[config.mk]
export PLATFORM = sky130hd
export DESIGN_NAME = code_lock_ctrl
export DESIGN_NICKNAME = d
export VERILOG_FILES = /design/src/rtl/code_lock_ctrl.sv
export SDC_FILE = /design/constraint.sdc
export NUM_CORES = 1
export LEC_CHECK = 0
export ABC_AREA = 1
export BUFFER_PORTS_ARGS = -buffer_cell sky130_fd_sc_hd__buf_4
export CORE_MARGIN = 4
export CORE_UTILIZATION = 55
export CTS_BUF_LIST = sky130_fd_sc_hd__clkbuf_8
export CTS_CLUSTER_DIAMETER = 100
export DETAILED_ROUTE_END_ITERATION = 8
export GPL_TIMING_DRIVEN = 0
export PLACE_DENSITY = 0.79
export SETUP_SLACK_MARGIN = 0.4
export SLEW_MARGIN = 30
export SYNTH_ARGS = -nofsm -noshare
export SYNTH_HDL_FRONTEND = slang
export SYNTH_SLANG_ARGS = --single-unit
[constraint.sdc]
create_clock -name clk -period 2.4 [get_ports clk]
set_input_delay 0.24 -clock clk [delete_from_list [all_inputs] [get_ports clk]]
set_output_delay 0.24 -clock clk [all_outputs]
set_load 0.1 [all_outputs]
[src/rtl/code_lock_ctrl.sv]
// Two-button code lock: synchronizes buttons A/B into symbols, collects CODE_LEN
// of them, compares against a loadable code and sequences open / retry / lockout.
module code_lock_ctrl #(
    parameter int         CODE_LEN     = 4,
    parameter logic [7:0] DEFAULT_CODE = 8'b0000_1011,
    parameter int         MAX_FAIL     = 3,
    parameter int         OPEN_CYCLES  = 500,
    parameter int         LOCK_CYCLES  = 1000
) (
    input  logic       clk,
    input  logic       resetn,
    input  logic       a,
    input  logic       b,
    input  logic [7:0] code_in,
    input  logic       code_load,
    output logic       unlock,
    output logic       alarm,
    output logic [2:0] state,
    output logic [1:0] fail_cnt
);

    typedef enum logic [2:0] {
        S_IDLE    = 3'd0,
        S_ENTRY   = 3'd1,
        S_CHECK   = 3'd2,
        S_OPEN    = 3'd3,
        S_LOCKOUT = 3'd4
    } state_t;

    localparam logic [7:0]  CODE_MASK = 8'((9'd1 << CODE_LEN) - 9'd1);
    localparam logic [3:0]  LEN_LAST  = 4'(CODE_LEN);
    localparam logic [2:0]  FAIL_LIM  = 3'(MAX_FAIL);
    localparam logic [15:0] OPEN_LAST = 16'(OPEN_CYCLES - 1);
    localparam logic [15:0] LOCK_LAST = 16'(LOCK_CYCLES - 1);

    logic        a_p0, a_p1, a_p2;
    logic        b_p0, b_p1, b_p2;
    logic        sym_p3, sym_vld_p3;
    logic [1:0]  arm_q;
    logic        rise_a, rise_b;

    state_t      state_q, state_d;
    logic [7:0]  entry_q, entry_d;
    logic [7:0]  code_q, code_d;
    logic [3:0]  cnt_q, cnt_d;
    logic [15:0] tmr_q, tmr_d;
    logic [1:0]  fail_q, fail_d;
    logic        unlock_q, alarm_q;

    assign rise_a = a_p1 & ~a_p2;
    assign rise_b = b_p1 & ~b_p2;

    always_ff @(posedge clk or negedge resetn) begin
        if (!resetn) begin
            a_p0       <= 1'b0;
            a_p1       <= 1'b0;
            a_p2       <= 1'b0;
            b_p0       <= 1'b0;
            b_p1       <= 1'b0;
            b_p2       <= 1'b0;
            sym_p3     <= 1'b0;
            sym_vld_p3 <= 1'b0;
            arm_q      <= 2'd0;
            state_q    <= S_IDLE;
            entry_q    <= 8'd0;
            code_q     <= DEFAULT_CODE;
            cnt_q      <= 4'd0;
            tmr_q      <= 16'd0;
            fail_q     <= 2'd0;
            unlock_q   <= 1'b0;
            alarm_q    <= 1'b0;
        end else begin
            // p0/p1: two-flop synchronizer, p2: delay for rising-edge detect
            a_p0       <= a;
            a_p1       <= a_p0;
            a_p2       <= a_p1;
            b_p0       <= b;
            b_p1       <= b_p0;
            b_p2       <= b_p1;
            // p3: symbol pulse; held off until the pipeline holds only post-reset
            // samples so a button already down at reset release is not a press
            if (arm_q != 2'd3) arm_q <= arm_q + 2'd1;
            sym_vld_p3 <= (arm_q == 2'd3) & (rise_a ^ rise_b);
            sym_p3     <= rise_a;
            state_q    <= state_d;
            entry_q    <= entry_d;
            code_q     <= code_d;
            cnt_q      <= cnt_d;
            tmr_q      <= tmr_d;
            fail_q     <= fail_d;
            unlock_q   <= (state_d == S_OPEN);
            alarm_q    <= (state_d == S_LOCKOUT);
        end
    end

    always_comb begin
        state_d = state_q;
        entry_d = entry_q;
        code_d  = code_q;
        cnt_d   = cnt_q;
        tmr_d   = tmr_q;
        fail_d  = fail_q;
        case (state_q)
            S_IDLE: begin
                if (code_load) code_d = code_in;
                if (sym_vld_p3) begin
                    entry_d = {7'd0, sym_p3};
                    cnt_d   = 4'd1;
                    state_d = (LEN_LAST == 4'd1) ? S_CHECK : S_ENTRY;
                end
            end
            S_ENTRY: begin
                if (sym_vld_p3) begin
                    entry_d = {entry_q[6:0], sym_p3};
                    cnt_d   = cnt_q + 4'd1;
                    if (cnt_q + 4'd1 == LEN_LAST) state_d = S_CHECK;
                end
            end
            S_CHECK: begin
                entry_d = 8'd0;
                cnt_d   = 4'd0;
                if (((entry_q ^ code_q) & CODE_MASK) == 8'd0) begin
                    state_d = S_OPEN;
                    tmr_d   = 16'd0;
                    fail_d  = 2'd0;
                end else if ({1'b0, fail_q} + 3'd1 == FAIL_LIM) begin
                    state_d = S_LOCKOUT;
                    tmr_d   = 16'd0;
                    fail_d  = fail_q + 2'd1;
                end else begin
                    state_d = S_IDLE;
                    fail_d  = fail_q + 2'd1;
                end
            end
            S_OPEN: begin
                if (tmr_q == OPEN_LAST) state_d = S_IDLE;
                else                    tmr_d   = tmr_q + 16'd1;
            end
            S_LOCKOUT: begin
                if (tmr_q == LOCK_LAST) begin
                    state_d = S_IDLE;
                    fail_d  = 2'd0;
                end else begin
                    tmr_d = tmr_q + 16'd1;
                end
            end
            default: begin
                state_d = S_IDLE;
                entry_d = 8'd0;
                cnt_d   = 4'd0;
            end
        endcase
    end

    assign unlock   = unlock_q;
    assign alarm    = alarm_q;
    assign state    = state_q;
    assign fail_cnt = fail_q;

endmodule

Word level (Yosys, flattened, before mapping). Index checks and enable logic that the tools add are counted. Widths: inputs -> output; s select.

$add $sub $neg: 5. Eq/ne operators: 18. Mux-type cells: 22. Bitwise gates (word level): 8. Reductions and logical operators: 9.

Operators with widths (number): $mux 16 (4); $pmux 16 s3 (1); $pmux 4 s3 (2); $mux 3 (7); $add 16x1->16 const B (1); $eq 16x10->1 const B (1); $eq 16x9->1 const B (1); $mux 4 (4); $pmux 3 s5 (1); $eq 3x2->1 const B (4); $ne 2x2->1 const B (6); $logic_not 8->1 (1); $eq 3x3->1 const B (2); $add 2x1->2 const B (2); $add 4x1->4 const B (1); $eq 4x3->1 const B (1); $mux 2 (2); $pmux 2 s2 (1); $reduce_and 2->1 (2); $reduce_and 4->1 (1); $xor 4x4->4 (1); $add 2x1->3 const B (1); $and 1x1->1 (3); $eq 3x1->1 const B (1); other kinds (9) (11).

Register bits: 45. Bits of input ports: 13. Output and inout bits: 7. Word-level logic and storage cells: 79.

Longest topological paths before layout. Gate-level depths: netlist (run 1).

Depth after elaboration: 6. Mapped depth: 10. Mapped depth without buffers: 10.

Least setup slack after synthesis (run 1). Ideal clock, no wire load.

Kind: register to register. From: register state_q[1], in the netlist state[1]. To: register tmr_q[10]. Setup time: 120 ps. Data arrival time: 1908 ps. Data required time: 2280 ps. Setup slack: 371 ps. Stages on the path, launching flop included: 9. Path buffers: 1. Clock period less this slack: 2029 ps. Cells stage by stage: dfrtp_1 -> nand3_1 -> nand2_2 -> inv_2 -> nand2_4 -> nand2_8 -> buf_12 -> o21ai_1 -> nand2_1.

Word-level cells in the longest chain between the ends: 3. Elaborated cells between the ends (all ways): 9. Classes of those cells: 6 x eq/ne; 1 x mux; 2 x reduce/logical.

Ends and longest elaborated chain: start, declared (line 42) `state_t state_q, state_d;`; start signal, assigned (line 85) `state_q <= state_d;`; $eq 3x2->1 or $eq 3x3->1 (tied branches) (line 103) `case (state_q)`; $ne 3x3->1 (no line), or another cell as far along; $reduce_and 4->1 (no line); end signal, assigned (line 89) `tmr_q <= tmr_d;`; end, declared (line 46) `logic [15:0] tmr_q, tmr_d;`.

Several ways; a longest one is shown, not always the timed one. A chain may end at the register's enable or synchronous reset.

Worst setup path after layout (run 1).
From: register tmr_q[0]. To: register tmr_q[8].

Word-level cells in the longest chain between the ends: 3. Elaborated cells between the ends (all ways): 9. Classes of those cells: 1 x add/sub; 4 x eq/ne; 3 x mux; 1 x reduce/logical.

Ends and longest elaborated chain: $add 16x1->16, or another cell as far along (line 137, 144); $mux 16, or another cell as far along (line 140) `if (tmr_q == LOCK_LAST) begin`; $pmux 16 s3 or $reduce_and 4->1 (tied branches).

Several ways; a longest one is shown, not always the timed one. The select of a mux whose other input is x is not followed.

==> results of run 1 <==
==> critical path, stage by stage (launching register included) <==
cell and delay (ps):
sky130_fd_sc_hd__dfrtp_1 400, sky130_fd_sc_hd__ha_1 250, sky130_fd_sc_hd__nand2_1 90, sky130_fd_sc_hd__nor2_1 290, sky130_fd_sc_hd__nand2_1 160, sky130_fd_sc_hd__xor2_1 160
sky130_fd_sc_hd__nor2_1 90, sky130_fd_sc_hd__nand2_1 60, sky130_fd_sc_hd__nand2_1 60
==> path summary, 6_finish.rpt <==
path / endpoint / cells after the start / slack (ps)
setup / recovery: tmr_q[8]$_DFFE_PN0P_ / 8 / 780
hold / removal: a_p0$_DFF_PN0_ / 1 / 40
setup reg to reg: tmr_q[8]$_DFFE_PN0P_ / 8 / 780
hold reg to reg: a_p1$_DFF_PN0_ / 0 / 360
max in group asynchronous: state[2]$_DFF_PN0_ / 2 / 1530
min in group asynchronous: cnt_q[0]$_DFFE_PN0P_ / 2 / 460
==> per-stage QoR <==
stage | cell area (um2) | total power (W)
CTS | 2790 | 0.00248
global route | 2790 | 0.00261
finish | 2790 | 0.00246
global placement | 2660 | 0.00184
detailed placement | 2660 | 0.00187
floorplan | 2480 | 0.00167
==> cells by family after synthesis <==
| family | after synthesis |
|---|---|
| and+or+nand+nor | 171 |
| DFF | 45 |
| buffers and inverters | 42 |
| AOI/OAI and AO/OA | 39 |
| xor gates and xnor gates | 8 |
| adders and majority gates | 5 |
| muxes | 1 |
==> state kept, by name, summed over array words and instances, names as in the netlist <==
register	cells
arm_q	2
a_p0	1
state	3
sym_vld_p3	1
b_p1	1
a_p2	1
b_p0	1
cnt_q	4
a_p1	1
code_q	4
sym_p3	1
tmr_q	16
unlock	1
b_p2	1
fail_cnt	2
alarm	1
entry_q	4
==> power breakdown <==
part	total, W	internal (W)	switching (W)
Sequential	0.00101	0.000908	0.000104
Clock	0.000607	0.000319	0.000288
Combinational	0.000839	0.000249	0.000591
Total	0.00246	0.00148	0.000982
==> routing by layer <==
layer	track usage [%]	up-vias	routed length (um)
li1	-	1041	-
met2	30.0	30	2180
met1	25.4	922	2330
met4	5.93	0	57
met3	3.20	6	197
met5	0	-	0
==> final cells by class <==
cell class	count	area share, %
well taps	52	2.33
clock inverters	3	1.80
clock buffers	5	2.47
flip-flops and latches	45	40.7
repair buffers	16	4.40
inverters	38	5.12
plain buffers	4	1.48
multi-input cells	224	41.7
==> cells in the final DEF (no fill, tap or decap), drive strengths merged, types with 2 or more instances in the layout <==
cell / instances
ha: 5
clkbuf: 5
xor2: 4
clkinv: 3
inv: 37
o21ai: 26
nor3: 3
nand3: 28
a21oi: 8
dfstp: 3
nor2: 44
nand2: 90
buf: 19
nand4: 5
o31ai: 2
xnor2: 4
dfrtp: 42
==> what timing repair did <==
action / CTS / global route
hold buffers: 1 / 0
hold endpoints to repair: 42 / 0
setup endpoints to repair: 0 / 0
gates resized for setup: 0 / 0
buffers inserted: 0 / 0
==> results.txt, run 1 <==
----------------------------------------------------
[Setup path]
  Kind of critical path ... flip-flop to flip-flop
  Data required time of the critical path ... 2650 ps
  Startpoint type of the worst setup path ... flip-flop
  Worst endpoint data arrival time ... 1870 ps
  Worst-path fanout max ... 4
  Critical R2R Launch ... tmr_q[0]$_DFFE_PN0P_
  First element of the critical path ... tmr_q[0]$_DFFE_PN0P_
  Category of the worst setup path capture point ... flip-flop

[GRT]
  Total global routing track utilization ... 18.5%
  Global-route wire length before repair ... 8020 um
  Vias in the first global route ... 1816
  Antenna violations before repair ... 0
  Total congestion overflow after global routing ... 0
  Largest net degree at the start of global routing ... 46

[Power]
  Maximum vdd ir drop ... 0.000557 V
  Total leakage power ... 1.35 nW
  Power per standard cell area ... 882 nW/um2

[Drt]
  Antenna Violating Nets Remaining ... 0
  First-pass iteration count of the detailed router ... 4
  Via density ... 5.17
  Total length of routed wires ... 4770 um
  Routed via count ... 1999
  Violation count after the first detailed-route iteration ... 186
  DRC errors left ... 0
  Average wire length per cell after detail routing ... 12.3 um

[Synthesis]
  Compound-cell area share of the yosys netlist ... 8.74%
  Most instantiated cells after synthesis ... sky130_fd_sc_hd__nand2_1, sky130_fd_sc_hd__dfrtp_1, sky130_fd_sc_hd__nor2_1
  Dominant cell type by area after synthesis ... sky130_fd_sc_hd__dfrtp_1
  Total of warnings raised by yosys ... 0
  Post-synth design cell area ... 2480 um2
  Post-synthesis sequential area ratio ... 45.6%
  Most numerous cell in the Yosys netlist ... sky130_fd_sc_hd__nand2_1
  Fraction of the mapped netlist area in simple logic gates ... 32.4%
  Average instance area after synthesis ... 7.96 um2
  Top cells by area in the synthesized netlist ... sky130_fd_sc_hd__dfrtp_1, sky130_fd_sc_hd__nand2_1, sky130_fd_sc_hd__nor2_1
  Share of async-settable or async-resettable flops after synthesis ... 100%
  Post-synthesis sequential element count ... 45
  Multiplexer share of the synthesized area ... 0.455%
  Netlist cell types ... 36
  Post-synth EDFFs ... 0
  Post-synth top area share ... 42.4%
  Most used DFF post-synth ... sky130_fd_sc_hd__dfrtp_1
  Adder and majority gate portion of the synthesized area ... 2.53%
  Synthesized instance count ... 311
  Xor/xnor share of the synthesized area ... 2.83%
  Post-Syn Nets ... 329
  Dominant combinational cell family by area after synthesis ... simple AND/OR/NAND/NOR gates

[Layout]
  Area Overhead vs Synth ... 12.5%
  Storage element area ... 1130 um2
  Finished Core Util ... 64.0%
  Fraction of final layout cells with drive strength greater than 1 ... 17.6%
  Layout net count ... 352
  Non-Filler Instances ... 387
  Multi-input combinational cell area ... 1160 um2
  N_diodes ... 0
  Fill count ... 369

[Die]
  Area of the core ... 4350 um2
  Width of the chip ... 75.1 um
  Number of ports placed on the die boundary ... 20
  Overall die height ... 75.1 um
  Effective utilization at floorplan ... 56.9%
  Number of rows in the core area ... 24
  Die Outline Area ... 5640 um2

[Timing]
  Final number of hold-violating endpoints ... 0
  Fin crit period ... 1620 ps
  Max transition margin ... 62.9%
  Number of pins exceeding their max-slew limit in the final report ... 0
  Min setup slack post-route ... 781 ps
  Part of the cycle the worst path needs ... 67.5%
  Total Negative Setup Slacks ... 0 ps
  RSZ-0062 raised after global routing ... false
  Highest clock rate ... 618 MHz
  Worst Hold Slack ... 39.1 ps
  Worst Clk Skew ... 9.53 ps
  Final count of negative-setup-slack endpoints ... 0
  Pin slew with the least headroom to its limit ... 557 ps

[Placed design]
  Half-perimeter wire length of the detailed placement result ... 3440 um
  # placed instances ... 378
  Last weighted congestion value of the routability-driven placer ... 0.877
  Setup slack after placement ... 810 ps
  Count of buffers inserted at the top-level ports ... 15

[Clock network]
  Number of clock sinks ... 45
  CTS tree ... built
  Clock slew at the register clock pins of the worst setup and hold paths ... 90 ps
  CTS buffer count ... 5
  Root Buffer ... sky130_fd_sc_hd__clkbuf_8
  Source-to-sink clock delay at the later pin of the worst-skew pair ... 310 ps
  H-tree depth ... 2
  CTS Buffer Depth ... 2

[Flow run]
  Max-Cap Viols ... 0

[Hold path]
  Tightest Hold Check Type ... primary input to flip-flop
  Origin of the worst min-delay path ... a

[Outcome]
  Result of the run ... completed

----------------------------------------------------
No activity file was read; power rests on OpenSTA's default activity.
==> inputs of run 2 (changes only) <==
--- a/config.mk
+++ b/config.mk
@@ -5,7 +5,7 @@
 export SDC_FILE = /design/constraint.sdc
 export NUM_CORES = 1
 export LEC_CHECK = 0
-export ABC_AREA = 1
+export ABC_AREA = 0
 export BUFFER_PORTS_ARGS = -buffer_cell sky130_fd_sc_hd__buf_4
 export CORE_MARGIN = 4
 export CORE_UTILIZATION = 55
==> constraint.sdc (replaced) <==
create_clock -name clk -period 1.5 [get_ports clk]
set_input_delay 0.15 -clock clk [delete_from_list [all_inputs] [get_ports clk]]
set_output_delay 0.15 -clock clk [all_outputs]
set_load 0.1 [all_outputs]
==> run 2 against run 1 <==
Net effect: the run now ends with setup timing left; die area decreased by 5.6%; sequential cell count unchanged; fmax decreased by 15%; critical path depth decreased by 1; clock-buffer cell count unchanged; largest cell class unchanged.
==> results.txt, run 2 <==
----------------------------------------------------
[Outcome]
  Result of the run ... complete, but fails checks
  Failing checks ... setup timing

[Timing]
  Highest clock rate ... 527 MHz
  Worst Clk Skew ... 15.8 ps
  Worst Hold Slack ... 80.2 ps
  Total Negative Setup Slacks ... -8020 ps
  Part of the cycle the worst path needs ... 127%
  Min setup slack post-route ... -398 ps
  Max transition margin ... 61.9%
  Number of pins exceeding their max-slew limit in the final report ... 0
  Final number of hold-violating endpoints ... 0
  RSZ-0062 raised after global routing ... true
  Pin slew with the least headroom to its limit ... 572 ps
  Fin crit period ... 1900 ps
  Final count of negative-setup-slack endpoints ... 34

[GRT]
  Met2 Track Usage GR ... 44.0%
  Total global routing track utilization ... 26.8%
  Antenna violations before repair ... 0
  Fraction of met1 tracks used by global routing ... 34.1%
  Layer carrying the most global-route usage ... met2
  Largest net degree at the start of global routing ... 46
  Vias in the first global route ... 2230
  Met3 capacity usage during global routing ... 5.92%
  Total congestion overflow after global routing ... 0
  Global-route wire length before repair ... 10900 um

[Power]
  Total leakage power ... 1.47 nW
  Sequential share of power ... 32.7%
  Power share of the clock group ... 12.5%
  Switching pwr ... 0.00251 W
  Power per standard cell area ... 1700 nW/um2
  Power Internal ... 0.00323 W
  Maximum vdd ir drop ... 0.000729 V
  Part of the power in combinational logic ... 54.8%
  Switching part of the total ... 43.7%

[Die]
  Effective utilization at floorplan ... 57.6%
  Width of the chip ... 72.9 um
  Overall die height ... 72.9 um
  Die Outline Area ... 5320 um2
  Number of rows in the core area ... 23
  Number of ports placed on the die boundary ... 20
  Area of the core ... 4030 um2

[Synthesis]
  Post-synthesis sequential area ratio ... 48.7%
  Most instantiated cells after synthesis ... sky130_fd_sc_hd__dfrtp_1, sky130_fd_sc_hd__nand2_1, sky130_fd_sc_hd__a21oi_1
  Post-Syn Nets ... 253
  Netlist cell types ... 48
  Dominant cell type by area after synthesis ... sky130_fd_sc_hd__dfrtp_1
  Most numerous cell in the Yosys netlist ... sky130_fd_sc_hd__dfrtp_1
  Total of warnings raised by yosys ... 0
  Post-synth top area share ... 45.3%
  Post-synth EDFFs ... 0
  Synthesized instance count ... 235
  Average instance area after synthesis ... 9.87 um2
  Most used DFF post-synth ... sky130_fd_sc_hd__dfrtp_1
  Share of async-settable or async-resettable flops after synthesis ... 100%
  Top cells by area in the synthesized netlist ... sky130_fd_sc_hd__dfrtp_1, sky130_fd_sc_hd__nand2_1, sky130_fd_sc_hd__a21oi_1
  Post-synth design cell area ... 2320 um2
  Post-synthesis sequential element count ... 45

[Drt]
  Via density ... 6.78
  Routed via count ... 2331
  Violation count after the first detailed-route iteration ... 276
  DRC errors left ... 0
  Total length of routed wires ... 7520 um
  Antenna Violating Nets Remaining ... 0
  First-pass iteration count of the detailed router ... 5
  Average wire length per cell after detail routing ... 21.9 um

[Setup path]
  R2R setup slack ... -400 ps
  Cell depth of the worst flop-to-flop path ... 7
  Capturing point of the worst reg2reg path ... tmr_q[15]$_DFFE_PN0P_
  Data required time of the critical path ... 1680 ps
  Worst-path fanout max ... 7
  Category of the worst setup path capture point ... flip-flop
  Critical R2R Launch ... entry_q[2]$_DFFE_PN0P_
  Kind of critical path ... flip-flop to flip-flop
  Worst endpoint data arrival time ... 2080 ps
  Startpoint type of the worst setup path ... flip-flop

[Clock network]
  Number of clock sinks ... 45
  CTS Buffer Depth ... 2
  CTS buffer count ... 5
  H-tree depth ... 2
  Clock slew at the register clock pins of the worst setup and hold paths ... 80 ps
  Source-to-sink clock delay at the later pin of the worst-skew pair ... 300 ps
  Root Buffer ... sky130_fd_sc_hd__clkbuf_8
  CTS tree ... built

[Layout]
  Most common library cell in the layout ignoring fill and taps ... sky130_fd_sc_hd__dfrtp_1
  Post-route design area ... 3370 um2
  Layout net count ... 311
  Biggest register ... tmr_q
  Area Overhead vs Synth ... 45.4%
  Max reg flops ... 16
  Fill count ... 195
  Non-Filler Instances ... 344
  N_diodes ... 0
  Commonest non-fill, non-tap cells in the layout ... sky130_fd_sc_hd__dfrtp_1, sky130_fd_sc_hd__buf_4, sky130_fd_sc_hd__nand2_1
  Fraction of final layout cells with drive strength greater than 1 ... 43.5%

[Placed design]
  # placed instances ... 300
  Last weighted congestion value of the routability-driven placer ... 0.854
  Count of buffers inserted at the top-level ports ... 15
  Cell area reported after detailed placement ... 2600 um2
  Half-perimeter wire length of the detailed placement result ... 3180 um

[Flow run]
  Max-Cap Viols ... 0

[Hold path]
  Worst Hold End ... code_q[0]$_DFFE_PN1P_
  Origin of the worst min-delay path ... code_in[0]
  Tightest Hold Check Type ... primary input to flip-flop
  Worst Hold Path Cells ... 2

----------------------------------------------------
[run 2: how the worst max path moves through the flow]
stage,from,end,slack [ps],cells past startpoint
floorplan,state[2]$_DFF_PN0_,tmr_q[11]$_DFFE_PN0P_,-370,5
global placement,entry_q[2]$_DFFE_PN0P_,tmr_q[14]$_DFFE_PN0P_,-490,6
detailed placement,tmr_q[0]$_DFFE_PN0P_,tmr_q[12]$_DFFE_PN0P_,-530,6
CTS,code_q[1]$_DFFE_PN1P_,tmr_q[12]$_DFFE_PN0P_,-360,7
global route,tmr_q[6]$_DFFE_PN0P_,tmr_q[15]$_DFFE_PN0P_,-460,6
finish,entry_q[2]$_DFFE_PN0P_,tmr_q[15]$_DFFE_PN0P_,-400,7
[run 2: power by group through the flow]
stage          sequential [W]  clock, W  combinational [W]
2_1_floorplan         0.00211         0            0.00113
3_3_place_gp          0.00179         0            0.00181
3_5_place_dp          0.00180         0            0.00184
4_1_cts               0.00180  0.000724            0.00264
5_1_grt               0.00190  0.000788            0.00325
6_report              0.00188  0.000717            0.00315
[run 2: critical path, stage by stage, from the launching register on]
cell and delay [ps]:
sky130_fd_sc_hd__dfrtp_2 440, sky130_fd_sc_hd__xor2_1 190, sky130_fd_sc_hd__nor4_4 290, sky130_fd_sc_hd__buf_4 180
sky130_fd_sc_hd__nor4_4 60, sky130_fd_sc_hd__or2_1 230, sky130_fd_sc_hd__buf_6 140, sky130_fd_sc_hd__a211o_1 250
[run 2: cell type report]
cell class	instances	area [um2]	share of cell area [%]
repair buffers	50	515	15.3
multi-input cells	174	1420	42.0
inverters	7	26.3	0.779
flip-flops and latches	45	1150	34.2
clock buffers	5	68.8	2.04
plain buffers	10	119	3.52
well taps	50	62.6	1.85
clock inverters	3	12.5	0.371
[run 2: per-stage QoR]
step / total power, W / util [%] / worst slack [ps]
after CTS: 0.00517 / 78.8 / -356
after detailed placement: 0.00364 / 64.5 / -530
final: 0.00574 / 83.7 / -398
after floorplan: 0.00323 / - / -369
after global routing: 0.00594 / 83.7 / -457
after global placement: 0.00359 / 64.5 / -492
[run 2: routing by layer]
layer	up-vias	wire length (um)
li1	969	-
met1	1149	2860
met2	170	3730
met3	43	609
met4	0	318
met5	-	0
[run 2: kinds of logic after synthesis]
logic type	synth area share, %
AND/OR/NAND/NOR	21.2
AO/OA/AOI/OAI	16.7
flip-flops	48.7
buffers and inverters	3.07
multiplexers	4.64
XOR/XNOR	3.02
adder cells (fa/ha/maj)	2.70
[run 2: repair_timing]
action | in CTS | in global routing
hold buffers | 3 | 0
pin swaps | 16 | 11
buffers inserted | 22 | 8
hold endpoints to repair | 44 | 0
resized for setup | 52 | 35
cloned | 3 | 0
setup endpoints to repair | 40 | 42
